### src/rtl/loop_seq_ctrl.sv
// loop_seq_ctrl: two-level loop sequencer for the outer (ARG) and inner (ART)
// loop-counter registers. Loads both reference bounds, clears both counters,
// then walks a nested loop, handing each body iteration to the datapath with a
// body_req/body_ack handshake. Exactly one counter strobe is active per cycle,
// so the counter registers' fixed strobe priority never comes into play.
module loop_seq_ctrl #(
  parameter int unsigned W = 9
) (
  input  logic         clk,
  input  logic         reset,
  input  logic         start,
  input  logic         abort,
  input  logic [W-1:0] bound_outer,
  input  logic [W-1:0] bound_inner,
  input  logic         z_outer,
  input  logic         z_inner,
  input  logic         body_ack,
  output logic         o_inc,
  output logic         o_reset,
  output logic         o_cin_ref,
  output logic         i_inc,
  output logic         i_reset,
  output logic         i_cin_ref,
  output logic [W-1:0] d_to_ADR,
  output logic         body_req,
  output logic         busy,
  output logic         done
);

  typedef enum logic [3:0] {
    StIdle,
    StLdRefO,
    StLdRefI,
    StClrO,
    StClrI0,
    StBody,
    StIncI,
    StSetI,
    StIncO,
    StSetO,
    StClrI,
    StDone
  } state_e;

  state_e       state_q, state_d;
  logic [W-1:0] bound_outer_q, bound_inner_q;
  logic         load_bounds;
  logic         zero_bound;

  // A zero trip count in either level means the body never runs.
  assign zero_bound = (bound_outer == '0) || (bound_inner == '0);

  // State register.
  always_ff @(posedge clk or posedge reset) begin
    if (reset) begin
      state_q <= StIdle;
    end else begin
      state_q <= state_d;
    end
  end

  // Bound latches; held for the whole nest so mid-nest input changes are inert.
  always_ff @(posedge clk or posedge reset) begin
    if (reset) begin
      bound_outer_q <= '0;
      bound_inner_q <= '0;
    end else if (load_bounds) begin
      bound_outer_q <= bound_outer;
      bound_inner_q <= bound_inner;
    end
  end

  // Next-state logic; abort overrides every transition out of a busy state.
  always_comb begin
    state_d     = state_q;
    load_bounds = 1'b0;
    unique case (state_q)
      StIdle: begin
        if (start) begin
          load_bounds = 1'b1;
          state_d     = zero_bound ? StDone : StLdRefO;
        end
      end
      StLdRefO: state_d = StLdRefI;
      StLdRefI: state_d = StClrO;
      StClrO:   state_d = StClrI0;
      StClrI0:  state_d = StBody;
      StBody: begin
        if (body_ack) begin
          state_d = StIncI;
        end
      end
      StIncI:   state_d = StSetI;
      // Z is only meaningful one cycle after an increment.
      StSetI:   state_d = z_inner ? StIncO : StBody;
      StIncO:   state_d = StSetO;
      StSetO:   state_d = z_outer ? StDone : StClrI;
      StClrI:   state_d = StBody;
      StDone:   state_d = StIdle;
      default:  state_d = StIdle;
    endcase
    if (abort && (state_q != StIdle)) begin
      state_d     = StIdle;
      load_bounds = 1'b0;
    end
  end

  // Moore output decode; every output is a pure function of the state.
  always_comb begin
    o_inc     = 1'b0;
    o_reset   = 1'b0;
    o_cin_ref = 1'b0;
    i_inc     = 1'b0;
    i_reset   = 1'b0;
    i_cin_ref = 1'b0;
    d_to_ADR  = '0;
    body_req  = 1'b0;
    busy      = (state_q != StIdle);
    done      = 1'b0;
    unique case (state_q)
      StLdRefO: begin
        o_cin_ref = 1'b1;
        d_to_ADR  = bound_outer_q;
      end
      StLdRefI: begin
        i_cin_ref = 1'b1;
        d_to_ADR  = bound_inner_q;
      end
      StClrO:   o_reset  = 1'b1;
      StClrI0:  i_reset  = 1'b1;
      StBody:   body_req = 1'b1;
      StIncI:   i_inc    = 1'b1;
      StIncO:   o_inc    = 1'b1;
      StClrI:   i_reset  = 1'b1;
      StDone:   done     = 1'b1;
      default: begin
      end
    endcase
  end

endmodule

### config.mk
export PLATFORM = sky130hd
export DESIGN_NAME = loop_seq_ctrl
export DESIGN_NICKNAME = d
export VERILOG_FILES = /design/src/rtl/loop_seq_ctrl.sv
export SDC_FILE = /design/constraint.sdc
export NUM_CORES = 1
export LEC_CHECK = 0
export ABC_CLOCK_PERIOD_IN_PS = 2400
export BUFFER_PORTS_ARGS = -buffer_cell sky130_fd_sc_hd__buf_2
export CORE_MARGIN = 5
export CORE_UTILIZATION = 45
export DETAILED_ROUTE_END_ITERATION = 12
export PLACE_DENSITY = 0.78
export SYNTH_ARGS = -nofsm -noshare
export SYNTH_HDL_FRONTEND = slang
export SYNTH_SLANG_ARGS = --single-unit
### constraint.sdc
create_clock -name clk -period 2.4 [get_ports clk]
set_input_delay 0.48 -clock clk [delete_from_list [all_inputs] [get_ports clk]]
set_output_delay 0.48 -clock clk [all_outputs]
set_load 0.01 [all_outputs]
* Word level (Yosys, flattened, before mapping)
Cells that the tools add are included.
Operators by class: equality and inequality tests 13, multiplexer cells 19, reduce and logical (&&, ||, !) cells 8
Operator list (number):
- 4-bit one-hot mux with 10 select lines | 1
- 4-bit two-way mux | 5
- 9-bit zero test | 2
- 9-bit one-hot mux with 2 select lines | 1
- 4-bit by 3-bit == test with 1-bit output, second input constant | 4
- 4-bit == test, second input constant | 4
- 1-bit two-way mux | 12
- 4-bit by 2-bit == test with 1-bit output, second input constant | 2
- 3-bit != test, second input constant | 2
- 4-bit by 1-bit == test with 1-bit output, second input constant | 1
- 4-bit zero test | 1
- 4-bit nonzero test | 1
- 2-bit AND reduction | 1
- 2-bit OR reduction | 1
- 1-bit logical AND | 1
- 1-bit logical OR | 1
Word-level totals: register bits after elaboration 22, input bits 25, output and inout bits 18, logic and storage cells 43

* Depth between registers and ports, before layout
word-level depth 6, mapped depth 6, gate-level depth less buffers 4

* Least setup slack after synthesis
OpenSTA, ideal clock, no wires.
path kind register -> output, start point register state_q[1], end point output d_to_ADR[0], arrival 1.359 ns, required time 1.920 ns, slack 0.561 ns, stages on the path, launching flop included 5, buffers on the path 1, cells stage by stage dfrtp_1 buf_6 nand2b_1 nor3_2 a22o_1
Between the ends: word-level cells in the longest chain between the ends 2, elaborated cells on any way between the ends 3, classes of those cells eq/ne (2); mux (1)
Ends and longest elaborated chain:
- start: declaration | RTL line 45 | state_e state_q, state_d;
- start signal: assignment | RTL line 56 | state_q <= StIdle;
- start signal: assignment | RTL line 58 | state_q <= state_d;
- 4-bit by 2-bit == test with 1-bit output or 4-bit by 1-bit == test with 1-bit output (tied branches) | RTL line 120 | unique case (state_q)
- 9-bit one-hot mux with 2 select lines * | RTL line 120
- end: declaration | RTL line 24 | output logic [W-1:0] d_to_ADR,
Every way passes the cells marked *; elsewhere a longest branch is shown, timed or not.

* Worst setup path after layout
start point register state_q[0], end point output d_to_ADR[0]
The elaborated chain is that of the path after synthesis.

==> flow_summary_export.csv <==
group,metric,value,unit
cells_and_area,drive_gt1_share,50.0,%
cells_and_area,antenna_cells,0,
synth,synthTopCellsByArea,"dfrtp_1 43%, mux2_4 12%, mux2_2 7.9%",
worst_setup_path,rr_startpoint,"state_q[0]",
synth,synth_top_area_share,42.8,%
synth,netlist_instances,112,
synth,yosys_register_bits,22,
flow_run,drv_cap,0,
global_route,grt_pass1_vias,1099,
worst_setup_path,cp_data_required_time,1.92,ns
worst_setup_path,end_kind,"primary output",
worst_setup_path,crit_path_start,"state_q[0]",
clock_network,cts_buffers,3,
min_path,hold_class,"in2async",
synth,synth_area,1290,um2
clock_network,clock-root-buffer,"clkbuf_4",
floorplanning,core,2760,um2
clock_network,cts.sinks,22,
cells_and_area,final_common_cell,"buf_2",
routing,antenna_left,0,
global_route,grt_usage,15.1,%
sta,max_freq,0.455,GHz
power_and_ir_drop,total_power,2060,uW
place,gp_congestion,0.801,
synth,synth_cell_types,37,
synth,postSynthNetCount,137,
sta,slew_viol_final,0,
power_and_ir_drop,peakVddDrop,0.000677,V
global_route,grt_pass1_wl,4970,um
synth,synthFlopType,"dfrtp_1",
sta,tns,0,ns
global_route,grt_max_degree,23,
sta,period_share,91.6,%
clock_network,clockBufferDepth,2,
cells_and_area,nets,182,
sta,fin_skew,0.0106,ns
synth,yosys_warnings,0,
power_and_ir_drop,power_density,1310,nW/um2
sta,period_minus_slack,2.20,ns
sta,hold_violations,0,
sta,hold_ws,0.297,ns
clock_network,cts_hold_buf,0,
power_and_ir_drop,leakagePower,0.000745,uW
synth,synth_edf_count,0,
synth,seq_area_frac_synth,42.8,%
run_status,status,"finished, final reports clean",
routing,vias,1070,
routing,via_per_inst,5.72,
floorplanning,row_count,19,
clock_network,path_clk_slew,0.13,ns
clock_network,cts_tree,"done",
sta,rsz0062_at_grt,"false",
cells_and_area,multiInputGateArea,669,um2
clock_network,clk_latency,0.31,ns
cells_and_area,seq_area,552,um2
global_route,overflow,0,
sta,worst_slew_pin_slew,0.800,ns
floorplanning,dieWidth,63.5,um
synth,async_reset_ff_share,100,%
floorplanning,pin_count,43,
routing,first_iter_violations,59,
synth,synth.avg_cell_area,11.5,um2
routing,first_pass_iters,4,
worst_setup_path,worst-path-max-fanout,14,
cells_and_area,layout_common_cells,"42 x buf_2, 21 x dfrtp_1, 10 x mux2_4, 9 x mux2_2, 9 x a22o_1",
routing,drt_wl_total,2980,um
floorplanning,initial_utilization,46.7,%
clock_network,cts_max_level,1,
place,port_buffers,42,
routing,drc,0,
worst_setup_path,crit_path_start_kind,"flip-flop",
cells_and_area,num-fill-cells,253,
worst_setup_path,cp_data_arrival_time,1.72,ns
worst_setup_path,critPathKind,"reg2out",
global_route,antenna_found_initial,0,
routing,routedWlPerCell,15.9,um
synth,synth.largest_area_cell,"dfrtp_1",
cells_and_area,area_growth,22.4,%
sta,setup_violations,0,
floorplanning,die_h,63.5,um
sta,relSlewSlack,46.6,%
place,hpwlAfterDp,2350,um
floorplanning,die-area,4030,um2
cells_and_area,fin_util,57.1,%
## routing by layer
metal	GRT usage [%]	share of wire, %	routed length [um]
met5	0	0	0
met4	5.19	0.57	17
met3	3.02	6.2	184
met2	24.4	49	1450
met1	20.1	45	1330
## path summary, 6_finish.rpt
kind	to	slack, ns	cells past startpoint
worst max register to register	bound_outer_q[2]	0.46	5
min in group clk	bound_inner_q[6]	0.41	2
worst min-delay path	bound_inner_q[5]	0.30	2
max in group asynchronous	state_q[2]	1.55	2
worst min register to register	bound_outer_q[8]	0.53	1
worst max-delay path	d_to_ADR[0]	0.20	5
## report_power, final
part	leakage, uW	total [uW]	switching [uW]	internal, uW
logic	0.000454	1060	477	587
clock network	0.0000279	281	113	169
registers	0.000263	717	165	552
## stage by stage
step	cell area (um2)	instances	setup slack [ns]
after floorplan	1290	112	0.561
after global placement	1520	183	0.560
after detailed placement	1520	183	0.468
after CTS	1570	187	0.121
after global routing	1580	187	0.0671
final	1580	187	0.201
## synthesized netlist by cell type (3+ instances only)
library cell / number
dfrtp_1: 22
nor3_1: 4
mux2_2: 9
nor2_1: 8
a22o_1: 9
mux2_4: 10
inv_1: 3
o21ai_0: 4
a311oi_1: 3
a21oi_1: 4
nand2b_1: 4
## timing repair
action                                  CTS  global route
endpoints found under the setup margin    0             1
gates resized for setup                   0             1
buffers inserted                          0             0
endpoints found under the hold margin     0             0
## cell families (layout without fill, tap and decap cells)
logic type | after synthesis | count (layout) | share of synthesized area, %
compound gates | 27 | 27 | 15.9
buf+inv | 11 | 55 | 5.25
flops | 22 | 22 | 42.8
mux | 19 | 19 | 19.5
simple gates | 33 | 33 | 16.5
## critical path, stage by stage, from the launching register on
cell	delay, ns
dfrtp_1	0.63
nand2b_1	0.17
nor3_2	0.13
buf_4	0.20
a22o_1	0.16
buf_2	0.13
## flip-flops by register name (all words and copies together) (netlist names)
name and count:
bound_outer_q 9, bound_inner_q 9, state_q 4
## final cells by class
type                       count  share of cell area [%]
clock buffer                   3                    1.43
clock inverter                 1                    1.91
inverter                       4                   0.953
multi-input combinational     79                    42.5
sequential                    22                    35.0
tap                           31                    2.46
timing repair buffer          47                    15.7
Power figures use the tool's default switching activity.
